<file path="src/rtl/rmw_seq.sv">
// rmw_seq: read-modify-write sequencer for 6502 memory-operand ASL/LSR/ROL/
// ROR/INC/DEC. It drives the NMOS bus pattern: read the operand, write the
// unmodified value back, then write the modified value. The shared ALU
// computes the new value, and N/Z/C are returned to the status register.
//
// Ports
//   clk, rst            clock, synchronous active-high reset
//   start/kind/addr/    request; sampled only when idle
//   carry_in
//   busy/done/err       status; done is a one-cycle pulse, err is valid with done
//   result, flag_*      modified byte and flag updates, valid with done
//   mem_*               byte-wide bus; mem_ready completes the current cycle
//   alu_*               shared ALU; alu_out/alu_status are one cycle behind
//                       the ALU inputs
//
// state | meaning
// ------+--------------------------------------------------------------
// IDLE  | waiting for start
// READ  | operand read cycle
// DUMMY | write back the unmodified operand; ALU computes meanwhile
// WRITE | write the ALU result; flags captured on completion
// DONE  | done pulse, flag_c_we valid
// ERR   | illegal kind: done + err pulse, no bus activity
module rmw_seq (
  input  logic        clk,
  input  logic        rst,
  input  logic        start,
  input  logic [2:0]  kind,
  input  logic [15:0] addr,
  input  logic        carry_in,
  output logic        busy,
  output logic        done,
  output logic        err,
  output logic [7:0]  result,
  output logic        flag_n,
  output logic        flag_z,
  output logic        flag_c,
  output logic        flag_c_we,
  output logic [15:0] mem_addr,
  output logic        mem_rd,
  output logic        mem_wr,
  output logic [7:0]  mem_wdata,
  input  logic [7:0]  mem_rdata,
  input  logic        mem_ready,
  output logic [5:0]  alu_op,
  output logic [7:0]  alu_ai,
  output logic [7:0]  alu_bi,
  output logic        alu_ci,
  input  logic [7:0]  alu_out,
  input  logic [7:0]  alu_status
);

  // ALU operation codes, matching 6502_defs.vh.
  localparam logic [3:0] ALU_ASL = 4'h8;
  localparam logic [3:0] ALU_LSR = 4'h9;
  localparam logic [3:0] ALU_INC = 4'hC;
  localparam logic [3:0] ALU_DEC = 4'hD;
  // op[5] selects port b as the operand source; op[4] shifts alu_ci in.
  localparam logic [5:0] OP_B_SEL = 6'h20;
  localparam logic [5:0] OP_C_EN  = 6'h10;

  typedef enum logic [2:0] {
    IDLE,
    READ,
    DUMMY,
    WRITE,
    DONE,
    ERR
  } state_t;

  state_t      state;
  logic [2:0]  kind_q;
  logic [7:0]  opnd;
  logic        wsel;   // high in WRITE: the bus takes its data straight from the ALU
  logic        unused_status;

  // Only N, Z and C are consumed from the ALU status byte.
  assign unused_status = ^alu_status[6:2];

  assign alu_ai = 8'h00;

  // The ALU result only becomes valid after the DUMMY->WRITE edge, so the
  // WRITE data cannot be registered; the ALU inputs are held constant
  // through WRITE, which keeps alu_out stable while the write waits.
  assign mem_wdata = wsel ? alu_out : (mem_wr ? opnd : 8'h00);

  function automatic logic [5:0] map_op(input logic [2:0] k);
    logic [5:0] op;
    op = 6'h00;
    case (k)
      3'd0:    op = OP_B_SEL | {2'b00, ALU_ASL};
      3'd1:    op = OP_B_SEL | {2'b00, ALU_LSR};
      3'd2:    op = OP_B_SEL | OP_C_EN | {2'b00, ALU_ASL};
      3'd3:    op = OP_B_SEL | OP_C_EN | {2'b00, ALU_LSR};
      3'd4:    op = OP_B_SEL | {2'b00, ALU_INC};
      3'd5:    op = OP_B_SEL | {2'b00, ALU_DEC};
      default: op = 6'h00;
    endcase
    return op;
  endfunction

  always_ff @(posedge clk) begin
    if (rst) begin
      state     <= IDLE;
      kind_q    <= 3'd0;
      opnd      <= 8'h00;
      wsel      <= 1'b0;
      busy      <= 1'b0;
      done      <= 1'b0;
      err       <= 1'b0;
      result    <= 8'h00;
      flag_n    <= 1'b0;
      flag_z    <= 1'b0;
      flag_c    <= 1'b0;
      flag_c_we <= 1'b0;
      mem_addr  <= 16'h0000;
      mem_rd    <= 1'b0;
      mem_wr    <= 1'b0;
      alu_op    <= 6'h00;
      alu_bi    <= 8'h00;
      alu_ci    <= 1'b0;
    end else begin
      done      <= 1'b0;
      err       <= 1'b0;
      flag_c_we <= 1'b0;
      case (state)
        IDLE: begin
          if (start) begin
            busy <= 1'b1;
            if (kind <= 3'd5) begin
              kind_q   <= kind;
              mem_addr <= addr;
              alu_ci   <= carry_in;
              mem_rd   <= 1'b1;
              state    <= READ;
            end else begin
              done  <= 1'b1;
              err   <= 1'b1;
              state <= ERR;
            end
          end
        end
        READ: begin
          if (mem_ready) begin
            opnd   <= mem_rdata;
            mem_rd <= 1'b0;
            mem_wr <= 1'b1;
            alu_bi <= mem_rdata;
            alu_op <= map_op(kind_q);
            state  <= DUMMY;
          end
        end
        DUMMY: begin
          if (mem_ready) begin
            wsel  <= 1'b1;
            state <= WRITE;
          end
        end
        WRITE: begin
          if (mem_ready) begin
            result    <= alu_out;
            flag_n    <= alu_status[7];
            flag_z    <= alu_status[1];
            flag_c    <= alu_status[0];
            flag_c_we <= (kind_q <= 3'd3);
            done      <= 1'b1;
            wsel      <= 1'b0;
            opnd      <= 8'h00;
            mem_wr    <= 1'b0;
            mem_addr  <= 16'h0000;
            alu_op    <= 6'h00;
            alu_bi    <= 8'h00;
            alu_ci    <= 1'b0;
            state     <= DONE;
          end
        end
        DONE: begin
          busy  <= 1'b0;
          state <= IDLE;
        end
        ERR: begin
          busy  <= 1'b0;
          state <= IDLE;
        end
        default: begin
          busy  <= 1'b0;
          state <= IDLE;
        end
      endcase
    end
  end

endmodule

</file>
<file path="config.mk">
export PLATFORM = sky130hd
export DESIGN_NAME = rmw_seq
export DESIGN_NICKNAME = d
export VERILOG_FILES = /design/src/rtl/rmw_seq.sv
export SDC_FILE = /design/constraint.sdc
export NUM_CORES = 1
export LEC_CHECK = 0
export CORE_MARGIN = 5
export CORE_UTILIZATION = 41
export DETAILED_ROUTE_END_ITERATION = 7
export GPL_ROUTABILITY_DRIVEN = 0
export MAX_ROUTING_LAYER = met4
export PLACE_DENSITY = 0.8
export SETUP_SLACK_MARGIN = 0.3
export SYNTH_ARGS = -nofsm -noshare
export SYNTH_HDL_FRONTEND = slang
export SYNTH_SLANG_ARGS = --single-unit
</file>
<file path="constraint.sdc">
create_clock -name clk -period 1.9 [get_ports clk]
set_clock_uncertainty 0.15 [all_clocks]
set_input_delay 0.285 -clock clk [delete_from_list [all_inputs] [get_ports clk]]
set_output_delay 0.285 -clock clk [all_outputs]
set_load 0.02 [all_outputs]
</file>
# Word level (Yosys, flattened, before mapping)
# Cells that the tools add are included.
# classes
add_sub_neg,0
n_mul,0
div_mod_pow,0
order_cmp,2
n_eq_ne,13
n_shift,0
muxes,35
bitwise_logic,4
n_reduce_logical,17
# op_table
op,n
16-bit 2-to-1 mux,3
6-bit case mux with 6 select lines,1
8-bit 2-to-1 mux,4
16-bit case mux with 2 select lines,1
8-bit case mux with 2 select lines,1
3-bit 2-to-1 mux,5
3-bit by 2-bit == test with 1-bit output (second input constant),4
6-bit 2-to-1 mux,2
1-bit case mux with 2 select lines,6
3-bit case mux with 4 select lines,1
6-bit case mux with 2 select lines,1
4-bit AND reduction,3
1-bit 2-to-1 mux,10
2-bit inequality test (second input constant),5
3-bit AND reduction,3
2-bit nonzero test,4
3-bit by 1-bit == test with 1-bit output (second input constant),2
3-bit == test (second input constant),2
3-bit zero test,2
3-bit OR reduction,2
1-bit inverter,4
2-bit AND reduction,2
3-bit by 2-bit less-or-equal comparator with 1-bit output (second input constant),1
3-bit less-or-equal comparator (second input constant),1
2-bit OR reduction,1
# totals
reg_bits,55
latchBits,0
ram_bits,0
rom_bits,0
output_inout_bits,64
wordCells,88
memories,0

# Longest topological paths before layout
# Gate-level depths: netlist (run 1).
# logic_depth
ltp_word,4
depth_mapped,7
depth_no_buf,3

# Worst setup path before layout (run 1)
# No wires, ideal clock.
# synth_timing
path_kind,register -> register
start,register state[2]
end,register mem_addr[10]
arrival_ns,1.358
required_time_ns,1.634
slack_ns,0.276
stages_incl_launch_ff,7
path_buffers,3
path_cell_list,dfxtp_1 -> buf_6 -> and4b_4 -> a21o_1 -> buf_2 -> buf_2 -> a31o_2
# synth_via
elab_chain_cells,3
# synth_rtl
element,line,source
"start, declared",71,state_t state;
"start signal, assigned",104,state <= IDLE;
"start signal, assigned",135,state <= READ;
"start signal, assigned",139,state <= ERR;
3-bit by 2-bit == test with 1-bit output / 3-bit zero test (equally long branches),126,case (state)
2-bit inequality test (no line) / 2-bit nonzero test (equally long branches),-,
4-bit AND reduction (no line),-,
"end signal, assigned",132,mem_addr <= addr;
"end, declared",39,"output logic [15:0] mem_addr,"
# Parallel ways exist; a longest one is shown, timed or not.
# A chain may end at the register's enable or synchronous reset.

# Worst setup path in the final report (run 1)
# layout_timing
start,register mem_wr
end,output mem_wdata[0]
# layout_via
elab_chain_cells,2
# layout_rtl
element,line,source
"start, declared",41,"output logic mem_wr,"
"start signal, assigned",118,mem_wr <= 1'b0;
"start signal, assigned",147,mem_wr <= 1'b1;
"start signal, assigned",169,mem_wr <= 1'b0;
8-bit 2-to-1 mux (2 in a row),85,assign mem_wdata = wsel ? alu_out : (mem_wr ? opnd : 8'h00);
"end, declared",42,"output logic [7:0] mem_wdata,"
# Every way passes these cells.

==> flow_metrics.tcl, run 1 <==
set metrics [dict create \
    status "finished clean" \
    crit_chain "nor2b_1 > buf_4 > buf_6 > a22o_1 > buf_6" \
    endpoint_kind "output port" \
    path_max_fanout 4 \
    synth_seq_area_share 0.4458 \
    post-place-cells 434 \
    clock.fmax_mhz 569.9 \
    syn_area_per_cell_um2 8.913 \
    p_comb_frac 0.261 \
    die_w_um 86.19 \
    coreArea_mm2 0.005574 \
    grt_pass1_vias 2375 \
    start_kind "flop" \
    setup_viol 0 \
    synth_edf_count 0 \
    slew_headroom 0.5646 \
    grt_pass1_wl_um 11090 \
    dpl.hpwl_um 4983 \
    start_util 0.4269 \
    postSynthCellCount 267 \
    nets 434 \
    p_total_uw 2691 \
    grt_start_max_net_pins 26 \
    maxCapViolCount 0 \
    min_path_type "reg -> reg" \
    switchingPower_uw 772.9 \
    leakage_uw 0.001639 \
    nFillCells 463 \
    hold_viol_final 0 \
    cts_max_level 2 \
    async_reset_ff_frac 0 \
    cp_slowest_cell "dfxtp_2" \
    yosys_register_bits 53 \
    yosysTopAreaCell "dfxtp_1" \
    antenna_cells 0 \
    preCtsSetupSlack_ns -0.1054 \
    cts_sinks 53 \
    crit_family "buffers and inverters" \
    cts_buffers 5 \
    antenna_found_initial 0 \
    crit_path_max_incr_delay_ns 0.34 \
    finalMaxSlewViolations 0 \
    grtUsageTotal 0.1923 \
    wire_per_inst_um 16.08 \
    syn_area_mm2 0.002380 \
    clk_latency_ns 0.30 \
    cts_tree "done" \
    fin_area_mm2 0.003924 \
    drive_gt1_frac 0.2506 \
    clockRootBuffer "clkbuf_8" \
    dpl_cell_area_mm2 0.003488 \
    rsz0062_at_grt "true" \
    critPathKind "reg -> out" \
    worst_slack_ns 0.1454 \
    power_frac_seq 0.453 \
    synth_area_leaders "dfxtp_1, nand2_1, a21oi_1" \
    vias 2433 \
    area_growth_pct 64.88 \
    totalWireLength_um 7380 \
    die_h_um 86.19 \
    drt_iter0_markers 90 \
    path_clk_slew_ns 0.10 \
    finalCritPeriodShare 0.9235 \
    die-area_mm2 0.007428 \
    cp_num_buf_inv 3 \
    clockBufferDepth 2 \
    internal_power_uw 1918 \
    power.density_mw_per_mm2 685.8 \
    worst_ep_arrival_time_ns 1.32 \
    worstMarginPinSlew_ns 0.6531 \
    required_ns 1.46 \
    ios 112 \
    drc 0 \
    row_count 27 \
    firstDrtPassIters 4 \
    grt_overflow 0 \
    ys_types 35 \
    clkPwrFrac 0.286 \
    via_per_inst 5.301 \
    antenna_left 0 \
    switching_share 0.2872 \
    synth_common_cells "dfxtp_1, nand2_1, a21oi_1, inv_1" \
    synth.most_common_cell "dfxtp_1" \
    stdcell_count 459 \
    crit_path_frequent_cell "buf_6" \
    port_buffers 97 \
    yosysTopAreaCellShare 0.4458 \
    utilization 0.7039 \
    ir_worst_vdd_v 0.0004570 \
    post-route-min-period_ns 1.755 \
    ys_warn_count 0 \
    synth_ff_type "dfxtp_1" \
]
-- flip-flops by register name, summed over array words and instances (netlist names), 3 cells and up --
| name | count |
|---|---|
| alu_op | 4 |
| kind_q | 3 |
| mem_addr | 16 |
| opnd | 8 |
| result | 8 |
| state | 3 |
-- worst reg2reg max path, delay by kind of cell, from the launching register on --
kind / cells / cell delay [ns]
AO/OA/AOI/OAI: 2 / 0.27
buffers and inverters: 3 / 0.43
flip-flops: 1 / 0.37
AND/OR/NAND/NOR: 1 / 0.30
-- cell families after synthesis --
family	synth area share
AO/OA/AOI/OAI	0.2681
AND/OR/NAND/NOR	0.1614
buffers and inverters	0.1193
flip-flops	0.4458
XOR/XNOR	0.003681
other	0.001576
-- cells in the final DEF (no fill, tap or decap), types with 5 or more instances in the layout --
cell type	n
buf_12	5
a31o_4	5
buf_4	26
a31o_1	8
buf_6	14
nand3b_1	9
a22o_1	5
a2111oi_2	12
nand2_1	43
a21oi_1	32
dlygate4sd2_1	48
inv_1	20
dfxtp_1	48
conb_1	9
clkdlybuf4s50_1	40
clkbuf_8	5
-- timing repair --
action,CTS,global route
hold buffers,0,0
endpoints found under the setup margin,76,32
buffers inserted,6,7
resized for setup,106,40
cloned,2,2
pin swaps,19,4
-- metrics by stage --
stage	hold slack (ns)	setup TNS, ns
floorplan	0.2492	0
global route	0.3286	0
detailed placement	0.2979	-0.7828
global placement	0.2912	-0.5959
finish	0.3008	0
CTS	0.3080	0
-- worst paths after layout --
| check | slack, ns | startpoint | cells after the start | end |
|---|---|---|---|---|
| max | 0.15 | mem_wr | 5 | mem_wdata[0] |
| min | 0.30 | alu_op[2] | 2 | alu_op[2] |
| min reg2reg | 0.30 | alu_op[2] | 2 | alu_op[2] |
| max reg2reg | 0.29 | state[2] | 6 | mem_addr[0] |
-- power by group through the flow --
stage	combinational [µW]	clock, µW	sequential, µW
finish	702	770	1220
global route	748	834	1230
CTS	633	796	1220
detailed placement	601	0	1250
global placement	592	0	1240
floorplan	262	0	1300
-- area by class of cell --
| class | count | area [µm²] | share of cell area |
|---|---|---|---|
| repair buffers | 137 | 1336 | 0.3406 |
| multi-input cells | 169 | 1235 | 0.3147 |
| flip-flops and latches | 53 | 1072 | 0.2733 |
| well taps | 72 | 90.09 | 0.02296 |
| inverters | 20 | 75.07 | 0.01913 |
| clock buffers | 5 | 68.82 | 0.01754 |
| clock inverters | 3 | 46.29 | 0.01180 |
-- routing by layer --
metal,part of all wire,vias to the layer above,wire (µm),track usage
met4,0.026,0,191,0.08215
met2,0.46,125,3427,0.3153
li1,-,1160,-,-
met5,0,-,0,-
met1,0.41,1134,3022,0.2224
met3,0.10,14,738,0.05038
Power figures use the tool's default switching activity.
==> run 2: changes to the inputs <==
--- a/config.mk
+++ b/config.mk
@@ -5,6 +5,7 @@
 export SDC_FILE = /design/constraint.sdc
 export NUM_CORES = 1
 export LEC_CHECK = 0
+export ABC_CLOCK_PERIOD_IN_PS = 1900
 export CORE_MARGIN = 5
 export CORE_UTILIZATION = 41
 export DETAILED_ROUTE_END_ITERATION = 7
==> results of run 2 <==
No change in the layout: final DEF, timing and power equal those of run 1.
==> run 3: changes to the inputs <==
--- a/config.mk
+++ b/config.mk
@@ -11,7 +11,7 @@
 export DETAILED_ROUTE_END_ITERATION = 7
 export GPL_ROUTABILITY_DRIVEN = 0
 export MAX_ROUTING_LAYER = met4
-export PLACE_DENSITY = 0.8
+export PLACE_DENSITY = 0.85
 export SETUP_SLACK_MARGIN = 0.3
 export SYNTH_ARGS = -nofsm -noshare
 export SYNTH_HDL_FRONTEND = slang
==> flow_metrics.tcl, run 3 (synthesized netlist as in run 1, its figures left out) <==
set metrics [dict create \
    status "finished clean" \
    p_comb_frac 0.233 \
    reg_top3 "mem_addr (16), opnd (8), result (8)" \
    drive_gt1_frac 0.1930 \
    min_path_type "in -> reg" \
    finalSetupTns_ns 0 \
    internal_power_uw 1894 \
    required_ns 1.46 \
    layout_commonest_cell "dfxtp_1" \
    hold_viol_final 0 \
    power_frac_seq 0.466 \
    via_per_inst 5.178 \
    die_h_um 86.19 \
    coreArea_mm2 0.005574 \
    final_cell_mix "dfxtp_1, dlygate4sd2_1, nand2_1" \
    endpoint_kind "output port" \
    preCtsSetupSlack_ns -0.09043 \
    worst_slack_ns 0.2578 \
    worst_ep_arrival_time_ns 1.21 \
    grtUsageTotal 0.1770 \
    switchingPower_uw 711.2 \
    firstDrtPassIters 4 \
    dpl.hpwl_um 4955 \
    utilization 0.6550 \
    antenna_found_initial 0 \
    path_max_fanout 5 \
    grt_start_max_net_pins 27 \
    switching_share 0.2730 \
    grt_pass1_vias 2174 \
    maxCapViolCount 0 \
    start_util 0.4269 \
    path_clk_slew_ns 0.09 \
    clockBufferDepth 2 \
    antenna_left 0 \
    slew_headroom 0.5559 \
    worstMarginPinSlew_ns 0.6662 \
    die-area_mm2 0.007428 \
    timing.hold.ws_ns 0.2489 \
    totalWireLength_um 6808 \
    clock.fmax_mhz 609.0 \
    largest_reg_flops 16 \
    antenna_cells 0 \
    finalMaxSlewViolations 0 \
    finalCritPeriodShare 0.8643 \
    nets 420 \
    port_buffers 97 \
    clk_latency_ns 0.30 \
    drc 0 \
    post-route-min-period_ns 1.642 \
    cts_tree "done" \
    die_w_um 86.19 \
    cts_hold_buf 0 \
    cts_sinks 53 \
    setup_viol 0 \
    cts_max_level 2 \
    regArea_mm2 0.001067 \
    area_growth_pct 53.42 \
    rsz0062_at_grt "true" \
    vias 2304 \
    clkPwrFrac 0.300 \
    critPathKind "reg -> out" \
    ios 112 \
    clockRootBuffer "clkbuf_8" \
    row_count 27 \
    start_kind "flop" \
    power.density_mw_per_mm2 713.5 \
    ir_worst_vdd_v 0.0004615 \
    cts_buffers 5 \
    nFillCells 495 \
    wire_per_inst_um 15.30 \
    largest_register "mem_addr" \
    leakage_uw 0.001534 \
    grt_overflow 0 \
    multi_input_comb_area_mm2 0.001134 \
    grt_pass1_wl_um 10140 \
    drt_iter0_markers 74 \
]
## run 3: cell types whose count changed in the layout (fill, tap and decap cells not counted), sizes merged
cell	before	now
buf	47	35
clkinv	1	0
clkinvlp	1	0
dlygate4sd2	48	47
dlymetal6s2s	0	1
## run 3: metrics by stage
| stage | instances | total power (µW) | cell area (µm²) |
|---|---|---|---|
| 3_3_place_gp | 431 | 1835 | 3466 |
| 5_1_grt | 445 | 2736 | 3651 |
| 4_1_cts | 439 | 2591 | 3492 |
| 2_1_floorplan | 275 | 1559 | 2414 |
| 6_report | 445 | 2605 | 3651 |
| 3_5_place_dp | 431 | 1850 | 3466 |
## run 3: final cells by class
| class | instances | area share |
|---|---|---|
| multi-input cells | 169 | 0.3105 |
| inverters | 20 | 0.02056 |
| well taps | 72 | 0.02467 |
| clock buffers | 7 | 0.02365 |
| clock inverters | 1 | 0.008225 |
| flip-flops and latches | 53 | 0.2923 |
| repair buffers | 123 | 0.3201 |
## run 3: what timing repair did
item                                   4_1_cts  5_1_grt
buffers inserted                             0        5
gates resized for setup                     82       42
endpoints found under the hold margin        0        0
cloned                                       0        1
pin swaps                                    0        5
setup endpoints to repair                   57       26
## run 3: routing by layer
metal  up-vias  GRT usage  wire length (µm)  share of wire
li1       1130          -                 -              -
met3        11    0.05133               707           0.10
met5         -          -                 0              0
met2       103     0.2901              3143           0.46
met1      1060     0.2026              2801           0.41
met4         0    0.07365               156          0.023
## run 3: path summary, 6_finish.rpt
kind	from	to	slack, ns	cells after the start
max	mem_wr	mem_wdata[3]	0.26	4
min	mem_ready	state[0]	0.25	3
max reg2reg	state[2]	mem_addr[15]	0.37	5
min reg2reg	alu_op[2]	alu_op[2]	0.30	2
## run 3: critical path: stages (launching register included)
cell     delay (ns)
dfxtp_2        0.33
nor2b_4        0.12
buf_6          0.12
a22o_1         0.20
buf_6          0.14
## run 3: power by group through the flow
stage          Clock (µW)  Sequential (µW)  Combinational, µW
2_1_floorplan           0             1300                262
3_3_place_gp            0             1240                598
3_5_place_dp            0             1240                610
4_1_cts               808             1210                570
5_1_grt               856             1220                655
6_report              782             1220                608
